===== src/rtl/fifo_wr_arbiter_if.sv =====
// Handshake bundle between write-side producers, the round-robin arbiter and the FIFO write port.
// The master modport is the arbiter; the slave modport is the producer/FIFO side.
interface fifo_wr_arbiter_if #(
  parameter int NUM_REQ    = 4,
  parameter int DATA_WIDTH = 8,
  parameter int MAX_BURST  = 4
);
  localparam int CW = $clog2(MAX_BURST + 1);

  logic [NUM_REQ-1:0]            i_req;
  logic [NUM_REQ*DATA_WIDTH-1:0] i_data;
  logic                          i_wfull;
  logic [NUM_REQ-1:0]            o_gnt;
  logic [NUM_REQ-1:0]            o_ack;
  logic [DATA_WIDTH-1:0]         o_wdata;
  logic                          o_winc;
  logic                          o_busy;
  logic [CW-1:0]                 o_beat_cnt;

  modport master (
    input  i_req, i_data, i_wfull,
    output o_gnt, o_ack, o_wdata, o_winc, o_busy, o_beat_cnt
  );

  modport slave (
    output i_req, i_data, i_wfull,
    input  o_gnt, o_ack, o_wdata, o_winc, o_busy, o_beat_cnt
  );
endinterface


===== src/rtl/fifo_wr_arbiter.sv =====
// Round-robin burst arbiter sharing one async-FIFO write port among NUM_REQ producers.
// A grant lasts until MAX_BURST beats are accepted or the owner drops its request.
module fifo_wr_arbiter #(
  parameter int NUM_REQ    = 4,
  parameter int DATA_WIDTH = 8,
  parameter int MAX_BURST  = 4
) (
  input  logic          i_wclk,
  input  logic          i_wrst_n,
  fifo_wr_arbiter_if.master bus
);
  localparam int PW = $clog2(NUM_REQ);
  localparam int CW = $clog2(MAX_BURST + 1);
  localparam logic [PW-1:0] LAST_IDX  = PW'(NUM_REQ - 1);
  localparam logic [CW-1:0] BURST_LEN = CW'(MAX_BURST);

  typedef enum logic [0:0] {
    ST_IDLE  = 1'b0,
    ST_GRANT = 1'b1
  } state_t;

  state_t              state_q, state_d;
  logic [NUM_REQ-1:0]  gnt_q, gnt_d;
  logic [CW-1:0]       cnt_q, cnt_d;
  logic [PW-1:0]       ptr_q, ptr_d;

  logic                  own_req_s;
  logic                  acc_s;
  logic                  release_s;
  logic [PW-1:0]         owner_s;
  logic [PW-1:0]         next_ptr_s;
  logic [PW-1:0]         arb_ptr_s;
  logic [NUM_REQ-1:0]    pick_s;
  logic [DATA_WIDTH-1:0] wdata_s;

  // First requester at or after ptr, scanning cyclically.
  function automatic logic [NUM_REQ-1:0] rr_pick(input logic [NUM_REQ-1:0] req,
                                                 input logic [PW-1:0]      ptr);
    logic [NUM_REQ-1:0] sel;
    logic               found;
    logic [PW-1:0]      idx;
    sel   = '0;
    found = 1'b0;
    for (int i = 0; i < NUM_REQ; i++) begin
      idx = PW'((int'(ptr) + i) % NUM_REQ);
      if (!found && req[idx]) begin
        sel[idx] = 1'b1;
        found    = 1'b1;
      end
    end
    return sel;
  endfunction

  // Owner index and write-data mux, both driven from the one-hot grant.
  always_comb begin
    owner_s = '0;
    wdata_s = '0;
    for (int i = 0; i < NUM_REQ; i++) begin
      owner_s = owner_s | (gnt_q[i] ? PW'(i) : '0);
      wdata_s = wdata_s | (bus.i_data[i*DATA_WIDTH +: DATA_WIDTH] & {DATA_WIDTH{gnt_q[i]}});
    end
  end

  // Accept/release decisions and the re-arbitration pointer.
  always_comb begin
    own_req_s  = |(gnt_q & bus.i_req);
    acc_s      = own_req_s & ~bus.i_wfull;
    release_s  = (acc_s && ((cnt_q + CW'(1)) == BURST_LEN)) || !own_req_s;
    next_ptr_s = (owner_s == LAST_IDX) ? '0 : owner_s + PW'(1);
    arb_ptr_s  = (state_q == ST_GRANT) ? next_ptr_s : ptr_q;
    pick_s     = rr_pick(bus.i_req, arb_ptr_s);
  end

  // Next-state logic; a release re-arbitrates in the same cycle so bursts chain without a bubble.
  always_comb begin
    state_d = state_q;
    gnt_d   = gnt_q;
    cnt_d   = cnt_q;
    ptr_d   = ptr_q;
    case (state_q)
      ST_IDLE: begin
        if (|pick_s) begin
          state_d = ST_GRANT;
          gnt_d   = pick_s;
          cnt_d   = '0;
        end else begin
          gnt_d   = '0;
          cnt_d   = '0;
        end
      end
      ST_GRANT: begin
        if (release_s) begin
          ptr_d   = next_ptr_s;
          cnt_d   = '0;
          gnt_d   = pick_s;
          state_d = (|pick_s) ? ST_GRANT : ST_IDLE;
        end else if (acc_s) begin
          cnt_d   = cnt_q + CW'(1);
        end else begin
          cnt_d   = cnt_q;
        end
      end
      default: begin
        state_d = ST_IDLE;
        gnt_d   = '0;
        cnt_d   = '0;
        ptr_d   = '0;
      end
    endcase
  end

  // State registers with synchronous active-low reset.
  always_ff @(posedge i_wclk) begin
    if (!i_wrst_n) begin
      state_q <= ST_IDLE;
      gnt_q   <= '0;
      cnt_q   <= '0;
      ptr_q   <= '0;
    end else begin
      state_q <= state_d;
      gnt_q   <= gnt_d;
      cnt_q   <= cnt_d;
      ptr_q   <= ptr_d;
    end
  end

  assign bus.o_gnt      = gnt_q;
  assign bus.o_ack      = gnt_q & bus.i_req & {NUM_REQ{~bus.i_wfull}};
  assign bus.o_winc     = acc_s;
  assign bus.o_wdata    = wdata_s;
  assign bus.o_busy     = (state_q == ST_GRANT);
  assign bus.o_beat_cnt = cnt_q;
endmodule


===== src/flat_wrapper.sv =====
// flat-port wrapper written by rule: the top's interface ports become plain ports
module fifo_wr_arbiter_flat 
#(
  parameter int NUM_REQ    = 4,
  parameter int DATA_WIDTH = 8,
  parameter int MAX_BURST  = 4
)
  (i_wclk, i_wrst_n, bus_i_req, bus_i_data, bus_i_wfull, bus_o_gnt, bus_o_ack, bus_o_wdata, bus_o_winc, bus_o_busy, bus_o_beat_cnt);
  fifo_wr_arbiter_if #(.NUM_REQ(NUM_REQ), .DATA_WIDTH(DATA_WIDTH), .MAX_BURST(MAX_BURST)) bus_i ();
  input  logic i_wclk;
  input  logic i_wrst_n;
  input wire logic [$bits(bus_i.i_req)-1:0] bus_i_req;
  input wire logic [$bits(bus_i.i_data)-1:0] bus_i_data;
  input wire logic [$bits(bus_i.i_wfull)-1:0] bus_i_wfull;
  output wire logic [$bits(bus_i.o_gnt)-1:0] bus_o_gnt;
  output wire logic [$bits(bus_i.o_ack)-1:0] bus_o_ack;
  output wire logic [$bits(bus_i.o_wdata)-1:0] bus_o_wdata;
  output wire logic [$bits(bus_i.o_winc)-1:0] bus_o_winc;
  output wire logic [$bits(bus_i.o_busy)-1:0] bus_o_busy;
  output wire logic [$bits(bus_i.o_beat_cnt)-1:0] bus_o_beat_cnt;
  assign bus_i.i_req = bus_i_req;
  assign bus_i.i_data = bus_i_data;
  assign bus_i.i_wfull = bus_i_wfull;
  assign bus_o_gnt = bus_i.o_gnt;
  assign bus_o_ack = bus_i.o_ack;
  assign bus_o_wdata = bus_i.o_wdata;
  assign bus_o_winc = bus_i.o_winc;
  assign bus_o_busy = bus_i.o_busy;
  assign bus_o_beat_cnt = bus_i.o_beat_cnt;
  fifo_wr_arbiter #(.NUM_REQ(NUM_REQ), .DATA_WIDTH(DATA_WIDTH), .MAX_BURST(MAX_BURST)) u_core (.i_wclk(i_wclk), .i_wrst_n(i_wrst_n), .bus(bus_i));
endmodule

===== config.mk =====
export PLATFORM = sky130hd
export DESIGN_NAME = fifo_wr_arbiter_flat
export DESIGN_NICKNAME = d
export VERILOG_FILES = /design/src/rtl/fifo_wr_arbiter_if.sv /design/src/rtl/fifo_wr_arbiter.sv /design/src/flat_wrapper.sv
export SDC_FILE = /design/constraint.sdc
export NUM_CORES = 1
export LEC_CHECK = 0
export BUFFER_PORTS_ARGS = -buffer_cell sky130_fd_sc_hd__clkbuf_2
export CAP_MARGIN = 20
export CORE_MARGIN = 1
export CORE_UTILIZATION = 47
export CTS_CLUSTER_SIZE = 14
export DETAILED_ROUTE_END_ITERATION = 7
export PLACE_DENSITY = 0.86
export SLEW_MARGIN = 20
export SYNTH_ARGS = -nofsm -noshare
export SYNTH_HDL_FRONTEND = slang
export SYNTH_SLANG_ARGS = --single-unit

===== constraint.sdc =====
create_clock -name i_wclk -period 5.27 [get_ports i_wclk]
set_input_delay 0.7905 -clock i_wclk [delete_from_list [all_inputs] [get_ports i_wclk]]
set_output_delay 0.7905 -clock i_wclk [all_outputs]
set_load 0.005 [all_outputs]

# Word level (Yosys, flattened, before mapping)
# Index checks and enable logic that the tools add are counted.
# classes
reduce_logical	16
addsub	5
order_cmp	8
mux	37
div	0
mul	0
eq_ne	4
bitwise	17
shift	0
# ops
cell	n
8-bit AND	4
4-bit two-way mux	6
8-bit bitwise OR	3
1-bit two-way mux	14
2-bit by 3-bit < comparator with 1-bit output (second input constant)	4
4-bit bitwise OR	3
4-bit AND	2
1-bit binary-select mux with 2-bit select	4
1-bit demux with 2-bit select	4
2-bit by 1-bit greater-or-equal comparator with 1-bit output (second input constant)	4
1-bit logical AND	8
2-bit two-way mux	4
4-bit one-hot mux with 2 select lines	1
4-bit OR reduction	2
3-bit two-way mux	2
3-bit one-hot mux with 2 select lines	1
2-bit by 1-bit adder with 2-bit output (second input constant)	2
2-bit adder (second input constant)	2
1-bit zero test	4
2-bit bitwise OR	2
3-bit by 1-bit adder with 3-bit output (second input constant)	1
3-bit == test (second input constant)	1
3-bit inequality test (second input constant)	1
2-bit == test (second input constant)	1
6 further kinds	7
# word_totals
out_inout_bits	21
input_bits	39
rom_bits	0
ramBits	0
ff_bits	10
latchBits	0
memories	0
elab_cells	91

# Logic depth before layout (Yosys ltp)
# Gate-level depths: netlist of the first run.
# depth
word_depth	22
ltp_mapped	9
depth_no_buf	9

# Worst setup path after synthesis of the first run
# No wires, ideal clock.
# synth_path
kind	reg-to-reg
start	register u_core.state_q (netlist: u_core.bus.o_busy)
end	register u_core.state_q (netlist: u_core.bus.o_busy)
synth_period_minus_slack_ns	2.975
path_stages_with_launch	9
setup_slack_ns	2.295
path_buffers	0
arrival_time_ns	2.850
required_ns	5.145
setup_time_ns	0.125
cell_sequence	dfxtp_1 -> nor2b_1 -> a21oi_2 -> inv_1 -> ha_1 -> mux4_2 -> a221o_1 -> a221o_1 -> o41a_1
# synth_via
elab_chain_cells	17
word_cells_on_any_way	53
cone_classes	add/sub (3); order compare (8); mux (27); bitwise (4); reduce/logical (11)
# synth_rtl
element	line_no	text
start: declaration	fifo_wr_arbiter.sv:22	state_t state_q, state_d;
start signal: assignment	fifo_wr_arbiter.sv:120	state_q <= state_d;
parallel branches: the longest is 16 deep, another holds 2-bit by 3-bit < comparator with 1-bit output	-	
1-bit one-hot mux with 2 select lines *	fifo_wr_arbiter.sv:80	case (state_q)
# Mark *: on every way between the ends. The select of a mux whose other input is x is not followed.
# A chain may end at the register's enable or synchronous reset.

# Final worst setup path of the first run
# layout_path
start	register u_core.gnt_q[3] (netlist: u_core.bus.o_gnt[3])
end	register u_core.state_q (netlist: u_core.bus.o_busy)
# layout_via
elab_chain_cells	21
word_cells_on_any_way	63
cone_classes	add/sub (4); order compare (8); eq/ne (1); mux (29); bitwise (6); reduce/logical (15)
# layout_rtl
element	line_no	text
start: declaration	fifo_wr_arbiter.sv:23	logic [NUM_REQ-1:0] gnt_q, gnt_d;
start signal: assignment	fifo_wr_arbiter.sv:121	gnt_q <= gnt_d;
parallel branches: the longest is 20 deep, another holds 2-bit by 3-bit < comparator with 1-bit output	-	
1-bit one-hot mux with 2 select lines *	fifo_wr_arbiter.sv:80	
# Marked as above.

==> results by group, run 1 <==
Pwr
  • Pwr dens: ~570 nW/um2
  • VDD IR-drop max: between 300 and 400 uV
  • Leak: between 0.7 and 0.8 nW

Layout
  • Core occupancy in the finished layout: 0.674
  • Commonest non-fill, non-tap cell in the layout: clkbuf_2
  • Final Net Count: roughly 230
  • Layout fillers: approximately 170
  • Ratio of cells with drive above 1 in the final layout: 0.403
  • # diodes: 0
  • Area growth, synth to finish: 32.7%
  • Most frequent cells in the layout: clkbuf_2 (59), a22oi_1 (16), nand2_1 (14)
  • Fin area: between 1000 and 1500 um2

Synth
  • Post-synthesis xor/xnor area fraction: 0.0172
  • Post-synthesis mux area share: 0.0640
  • Largest family of logic cells by synthesized area: compound AO/OA/AOI/OAI gates
  • Synthesized area per cell: 8.20 um2
  • Distinct cells, synth: 32
  • Most area-consuming cells after synthesis: dfxtp_1 (20%), a22oi_1 (12%), ha_1 (11%)
  • Yosys warns: 0
  • Top cell type by total area after synthesis: dfxtp_1
  • Synth top area share: 0.197
  • Seq/Total Area, Yosys: 0.197
  • Adder-Cell Fraction of Synth Area: 0.111
  • Net Count, Synth: ~170
  • Synth Area in Simple Gates: 0.251
  • Post-synthesis cell count: about 120
  • Seq cells post-synth: 10
  • Mapped Area: between 1000 and 1500 um2
  • Compound-cell area share of the yosys netlist: 0.317

Routing
  • Drt initial violations: 37
  • DR vias/cell: between 5 and 6
  • Routed WL per cell: 13.9 um
  • DRC viols: 0
  • Total Wirelength: between 2000 and 3000 um
  • Antenna-violating nets left: 0
  • Via Count: between 1000 and 1500
  • First-pass detailed-route iteration total: 4

STA
  • Setup WS post-layout: roughly 1900 ps
  • Worst-Margin Slew: 482 ps
  • Worst Hold Slack: 481 ps
  • Final setup violation count: 0
  • Clock skew: between 1 and 1.5 ps
  • Worst slew margin: 0.678
  • Peak Freq: about 0.3 GHz
  • Hold Vio Cnt, Final: 0
  • Final period util: 0.648
  • Slew Limit Fails: 0
  • Fin crit period: around 3400 ps
  • Setup TNS: 0 ps
  • RSZ-0062 raised after global routing: no

Worst setup path
  • CP endpoint kind: register
  • Crit start category: register
  • Crit path max fanout: 15
  • Setup CP Type: register to register
  • Crit path arrival time: around 3600 ps
  • CP required: ~5400 ps
  • Reg2Reg Setup Slack: 1850 ps

Global routing
  • Gr usage total: 0.260
  • First-pass GRT wire length: 4790 um
  • Initial antenna violation count: 0
  • Vias in the first global route: roughly 1100
  • Largest net degree at the start of global routing: 16
  • Grt total ovfl: 0

Floorplanning
  • Core Area: roughly 2000 um2
  • Initial Utilization: 0.508
  • Die height: 48.5 um
  • DIE AREA: around 2400 um2
  • Row cnt: 16
  • Boundary pin count: 60
  • DIE WIDTH: 48.5 um

Clock network
  • Post-CTS Setup Bufs: 0
  • CTS Hold Buffers Added: 0
  • Sink Count: 10
  • TritonCTS clock tree: done
  • CTS resizes: 0
  • Worst-path clk slew: roughly 60 ps
  • Max clock buf depth: 2
  • Worst-Skew Late Latency: approximately 260 ps
  • Clk root buf: clkbuf_4
  • CTS H-tree lvls: 1
  • TritonCTS Buffers: 3

Placed design
  • Placed cell areas: 1330 um2
  • Port buffer count: about 60
  • DP Worst Slack: 1850 ps
  • Post-detail-place hpwl: between 2000 and 2500 um
  • Gp weighted congestion: 0.957

Run
  • Number of max-cap violations: 0

Hold path
  • HP Class: register to register

Outcome
  • Status: complete, no violations
[report_power, final]
group          leakage (nW)  total (mW)  internal [mW]  switching [mW]
logic                 0.606       0.576          0.265           0.310
registers            0.0822       0.150         0.0986          0.0510
clock network        0.0138      0.0509         0.0263          0.0245
total                 0.702       0.776          0.390           0.386
[cells in the mapped netlist (all sizes together)]
| cell type | instances |
|---|---|
| o2bb2ai | 3 |
| and4 | 1 |
| a22oi | 16 |
| inv | 6 |
| dfxtp | 10 |
| a221o | 2 |
| nor2 | 13 |
| ha | 9 |
| o211a | 4 |
| clkbuf | 5 |
| a211oi | 1 |
| xnor2 | 1 |
| mux4 | 2 |
| o41a | 1 |
| nor2b | 3 |
| nor3 | 5 |
| or3 | 1 |
| and2 | 6 |
| mux2i | 2 |
| nor4b | 1 |
| nand2b | 5 |
| a221oi | 7 |
| a21oi | 4 |
| nand2 | 15 |
| xor2 | 1 |
[sequential cells by signal, indices dropped and copies added (netlist names)]
signal,cells
u_core.bus.o_beat_cnt,3
u_core.bus.o_busy,1
u_core.bus.o_gnt,4
u_core.ptr_q,2
[cell families (layout without fill, tap and decap cells)]
| family | Yosys count | after routing |
|---|---|---|
| compound gates | 38 | 38 |
| fa+ha+maj | 9 | 9 |
| buf+inv | 11 | 68 |
| simple gates | 50 | 50 |
| xor+xnor | 2 | 2 |
| flops | 10 | 10 |
| mux | 4 | 4 |
[layout make-up]
type | instances | area [um2] | share of cell area
sequential | 10 | 200 | 0.148
tap | 27 | 33.8 | 0.0250
clock buffer | 3 | 22.5 | 0.0167
multi-input combinational | 103 | 773 | 0.573
inverter | 6 | 25.0 | 0.0185
timing repair buffer | 59 | 295 | 0.219
[metal layers]
metal  vias to the layer above  routed length (um)  track usage
met5                         -                   0            0
met4                         0                  58       0.0882
met3                         7                 286       0.0975
met2                        74                1370        0.453
met1                       535                1160        0.291
li1                        587                   -            -
[final timing paths]
path,startpoint,end,cells past startpoint
worst min register to register,u_core.ptr_q[0],u_core.ptr_q[0],2
worst max-delay path,u_core.bus.o_gnt[3],u_core.bus.o_busy,8
worst min-delay path,u_core.ptr_q[0],u_core.ptr_q[0],2
worst max register to register,u_core.bus.o_gnt[3],u_core.bus.o_busy,8
[through the flow]
step                total power [mW]  std cells
floorplan                      0.561        124
global placement               0.685        205
detailed placement             0.715        205
CTS                            0.770        208
global route                   0.846        208
finish                         0.776        208
[critical path: stages, from the launching register on]
cell	delay, ps
dfxtp_1	620
nor2_1	150
a21oi_2	400
inv_1	130
ha_1	320
mux4_2	570
a221o_1	370
a221o_1	330
o41a_1	410
Note: power is estimated with default switching activity, not from simulation.
==> run 2, diff against run 1 <==
- ABC_AREA: unset -> 1
- CORE_UTILIZATION: 47 -> 46
- PLACE_DENSITY: 0.86 -> 0.8
- clock period: 5.27 -> 3.5 ns (I/O delays scaled with it)
==> run 2 against run 1 <==
Clock power increased by 100%. Core utilization shrank 5.1 points. Non-clock buffer count unchanged. First-iteration DRC count down 32%. Critical path type unchanged. Fmax up 49%. Total power rose by 64%. Die area increased by 20%. Highest routed layer unchanged.
==> results by group, run 2 <==
Synth
  • Net Count, Synth: 254 (+48%)
  • Synth top area share: 0.258 (+0.0615)
  • Synth cell count leaders: nand2_1 (83), nand3_1 (27), inv_1 (23), dfxtp_1 (10), nand4_1 (10)
  • Distinct cells, synth: 24 (-25%)
  • Top cell type by total area after synthesis: nand2_1
  • Post-synth top flop: dfxtp_1
  • Seq/Total Area, Yosys: 0.166 (-0.0308)
  • Post-synthesis cell count: 206 (+66%)
  • Yosys warns: 0 (unchanged)
  • Mapped Area: 1210 um2 (+19%)
  • Synthesized area per cell: 5.86 um2 (-29%)
  • EDFF count, synth: 0 (unchanged)
  • Ys async rst share: 0 (unchanged)
  • Seq cells post-synth: 10 (unchanged)
  • Top-count cell post-synth: nand2_1
  • Most area-consuming cells after synthesis: nand2_1 (26%), dfxtp_1 (17%), nand3_1 (11%)

Pwr
  • Sw Ratio: 0.552 (+0.0543)
  • VDD IR-drop max: 677 uV (+100%)
  • Leak: 0.870 nW (+24%)
  • Clk pwr share: 0.081 (+0.015)
  • Net Sw Power: 704 uW (+82%)
  • Pwr dens: 826 nW/um2 (+44%)
  • Overall power: 1.28 mW (+64%)
  • Combinational share of power: 0.753 (+0.011)
  • Flop pwr share: 0.167 (-0.026)
  • Int Power: 572 uW (+47%)

Worst setup path
  • CP dominant cell by count: nand2_1
  • Worst Setup EP: u_core.bus.o_busy
  • Crit path depth: 14 (+6)
  • Setup CP Type: register to register
  • Crit start category: register
  • FF-to-FF Start: u_core.bus.o_gnt[1]
  • Slowest cell delay on critical path: 650 ps (+30 ps)
  • Reg2Reg Setup Slack: 1210 ps (-650 ps)
  • Reg2Reg Depth: 14 (+6)
  • Crit path arrival time: 2450 ps (-1110 ps)
  • R2r endpoint: u_core.bus.o_busy
  • CP required: 3660 ps (-1760 ps)
  • Critical path launch point: u_core.bus.o_gnt[1]
  • Crit path max-delay cell type: dfxtp_1
  • Cell family with most CP delay: simple AND/OR/NAND/NOR gates
  • Worst-path cell chain: inv_1 > nand2_1 > nand3_1 > nand2_1 > nand2_2 > ha_1 > inv_1 > nand3_2 > nand2_4 > nand3_1 > nand2_1 > nand3b_1 > nor2_1 > a21oi_2
  • Buf/Inv on CP: 2 (+1)
  • CP endpoint kind: register
  • Crit path max fanout: 14 (-1)

Global routing
  • First-pass GRT wire length: 5020 um (+4.8%)
  • Initial antenna violation count: 0 (unchanged)
  • Largest net degree at the start of global routing: 15 (-1)
  • Grt total ovfl: 0 (unchanged)
  • Vias in the first global route: 1239 (+14%)
  • Gr usage total: 0.239 (-0.0216)

Placed design
  • Post-detail-place hpwl: 2520 um (+7.8%)
  • Gp weighted congestion: 0.902 (-5.7%)
  • Dpl cells: 290 (+41%)
  • Port buffer count: 59 (unchanged)

Clock network
  • Clk root buf: clkbuf_4
  • CTS resizes: 0 (unchanged)
  • TritonCTS Buffers: 3 (unchanged)
  • Post-CTS Setup Bufs: 0 (unchanged)
  • TritonCTS clock tree: done
  • Sink Count: 10 (unchanged)
  • CTS H-tree lvls: 1 (unchanged)
  • CTS Hold Buffers Added: 0 (unchanged)
  • Worst-path clk slew: 70 ps (about the same)
  • Max clock buf depth: 2 (unchanged)
  • Worst-Skew Late Latency: 260 ps (about the same)

Routing
  • Via Count: 1458 (+21%)
  • Drt initial violations: 25 (-32%)
  • Total Wirelength: 3100 um (+7.5%)
  • DR vias/cell: 4.96 (-14%)
  • DRC viols: 0 (unchanged)
  • Routed WL per cell: 10.5 um (-24%)
  • First-pass detailed-route iteration total: 4 (unchanged)
  • Antenna-violating nets left: 0 (unchanged)

STA
  • Peak Freq: 0.436 GHz (+49%)
  • Fin crit period: 2290 ps (-1120 ps)
  • Worst slew margin: 0.650 (-0.0285)
  • Setup TNS: 0 ps (unchanged)
  • RSZ-0062 raised after global routing: no
  • Final setup violation count: 0 (unchanged)
  • Hold Vio Cnt, Final: 0 (unchanged)
  • Worst-Margin Slew: 525 ps (+42.7 ps)
  • Clock skew: 0.679 ps (-0.420 ps)
  • Slew Limit Fails: 0 (unchanged)
  • Final period util: 0.655 (+0.00666)

Floorplanning
  • Core Area: 2480 um2 (+24%)
  • Die height: 53.2 um (+9.7%)
  • DIE WIDTH: 53.2 um (+9.7%)
  • Boundary pin count: 60 (unchanged)
  • DIE AREA: 2830 um2 (+20%)
  • Row cnt: 18 (+2)
  • Initial Utilization: 0.487 (-0.0213)

Layout
  • Core occupancy in the finished layout: 0.623 (-0.0511)
  • Ratio of cells with drive above 1 in the final layout: 0.307 (-0.0965)
  • Layout fillers: 251 (+50%)
  • Most frequent cells in the layout: nand2_1 (83), clkbuf_2 (59), nand3_1 (27)
  • Area growth, synth to finish: 28.0%
  • Final Net Count: 313 (+35%)
  • Finished Layout Cells: 294 (+41%)
  • Commonest non-fill, non-tap cell in the layout: nand2_1
  • # diodes: 0 (unchanged)
  • Max reg flops: 4 (unchanged)

Hold path
  • HP Class: register to register

Run
  • Number of max-cap violations: 0 (unchanged)

Outcome
  • Status: complete, no violations
-- run 2: changes by cell type after synthesis, sizes merged, moves of 5 or more --
| cell | previous run | this run |
|---|---|---|
| a221oi | 7 | 0 |
| inv | 6 | 24 |
| nand2 | 15 | 90 |
| o21ai | 0 | 5 |
| and2 | 6 | 0 |
| nand4 | 0 | 10 |
| nand2b | 5 | 0 |
| a22oi | 16 | 0 |
| nand3 | 0 | 31 |
| nor3 | 5 | 0 |
-- run 2: worst min-delay path, cell delays in order, from the launching register on --
cell,delay (ps)
dfxtp_1,320
inv_1,70
a21oi_1,50
-- run 2: metal layers --
| layer | routed length [um] | GRT usage |
|---|---|---|
| met1 | 1400 | 0.280 |
| met5 | 0 | 0 |
| met3 | 187 | 0.0230 |
| met4 | 65 | 0.114 |
| met2 | 1440 | 0.425 |
-- run 2: worst min path at each step --
stage / end / cells past startpoint / start / slack [ps]
2_1_floorplan: u_core.ptr_q[1] / 2 / u_core.ptr_q[1] / 440
3_3_place_gp: u_core.ptr_q[1] / 2 / u_core.ptr_q[1] / 460
3_5_place_dp: u_core.ptr_q[1] / 2 / u_core.ptr_q[1] / 460
4_1_cts: u_core.ptr_q[1] / 2 / u_core.ptr_q[1] / 480
5_1_grt: u_core.ptr_q[1] / 2 / u_core.ptr_q[1] / 500
6_report: u_core.ptr_q[1] / 2 / u_core.ptr_q[1] / 480
-- run 2: final cells by class --
cell class	count	area, um2	share of cell area
Multi-Input combinational cell	167	882	0.571
Timing Repair Buffer	59	295	0.191
Sequential cell	10	200	0.130
Inverter	24	92.6	0.0600
Tap cell	30	37.5	0.0243
Clock buffer	4	36.3	0.0235
-- run 2: through the flow --
stage               hold slack [ps]  setup WS, ps  area [um2]
global route                    500           978        1540
global placement                464          1250        1510
detailed placement              464          1190        1510
CTS                             476          1180        1540
floorplan                       441          1630        1210
finish                          477          1210        1540
-- run 2: logic make-up (layout without fill, tap and decap cells) --
| group | after synthesis | after routing | share of synthesized area |
|---|---|---|---|
| DFF | 10 | 10 | 0.166 |
| AOI/OAI and AO/OA | 11 | 11 | 0.0508 |
| buffers and inverters | 29 | 87 | 0.103 |
| adders and majority gates | 9 | 9 | 0.0934 |
| and+or+nand+nor | 146 | 146 | 0.580 |
| xor gates and xnor gates | 1 | 1 | 0.00726 |
-- run 2: power by group through the flow --
stage	logic [mW]	clock network, mW	registers (mW)
after global placement	0.950	0	0.214
after detailed placement	0.959	0	0.214
after global routing	1.09	0.111	0.218
final	0.960	0.103	0.213
after floorplan	0.792	0	0.166
after CTS	0.961	0.107	0.212
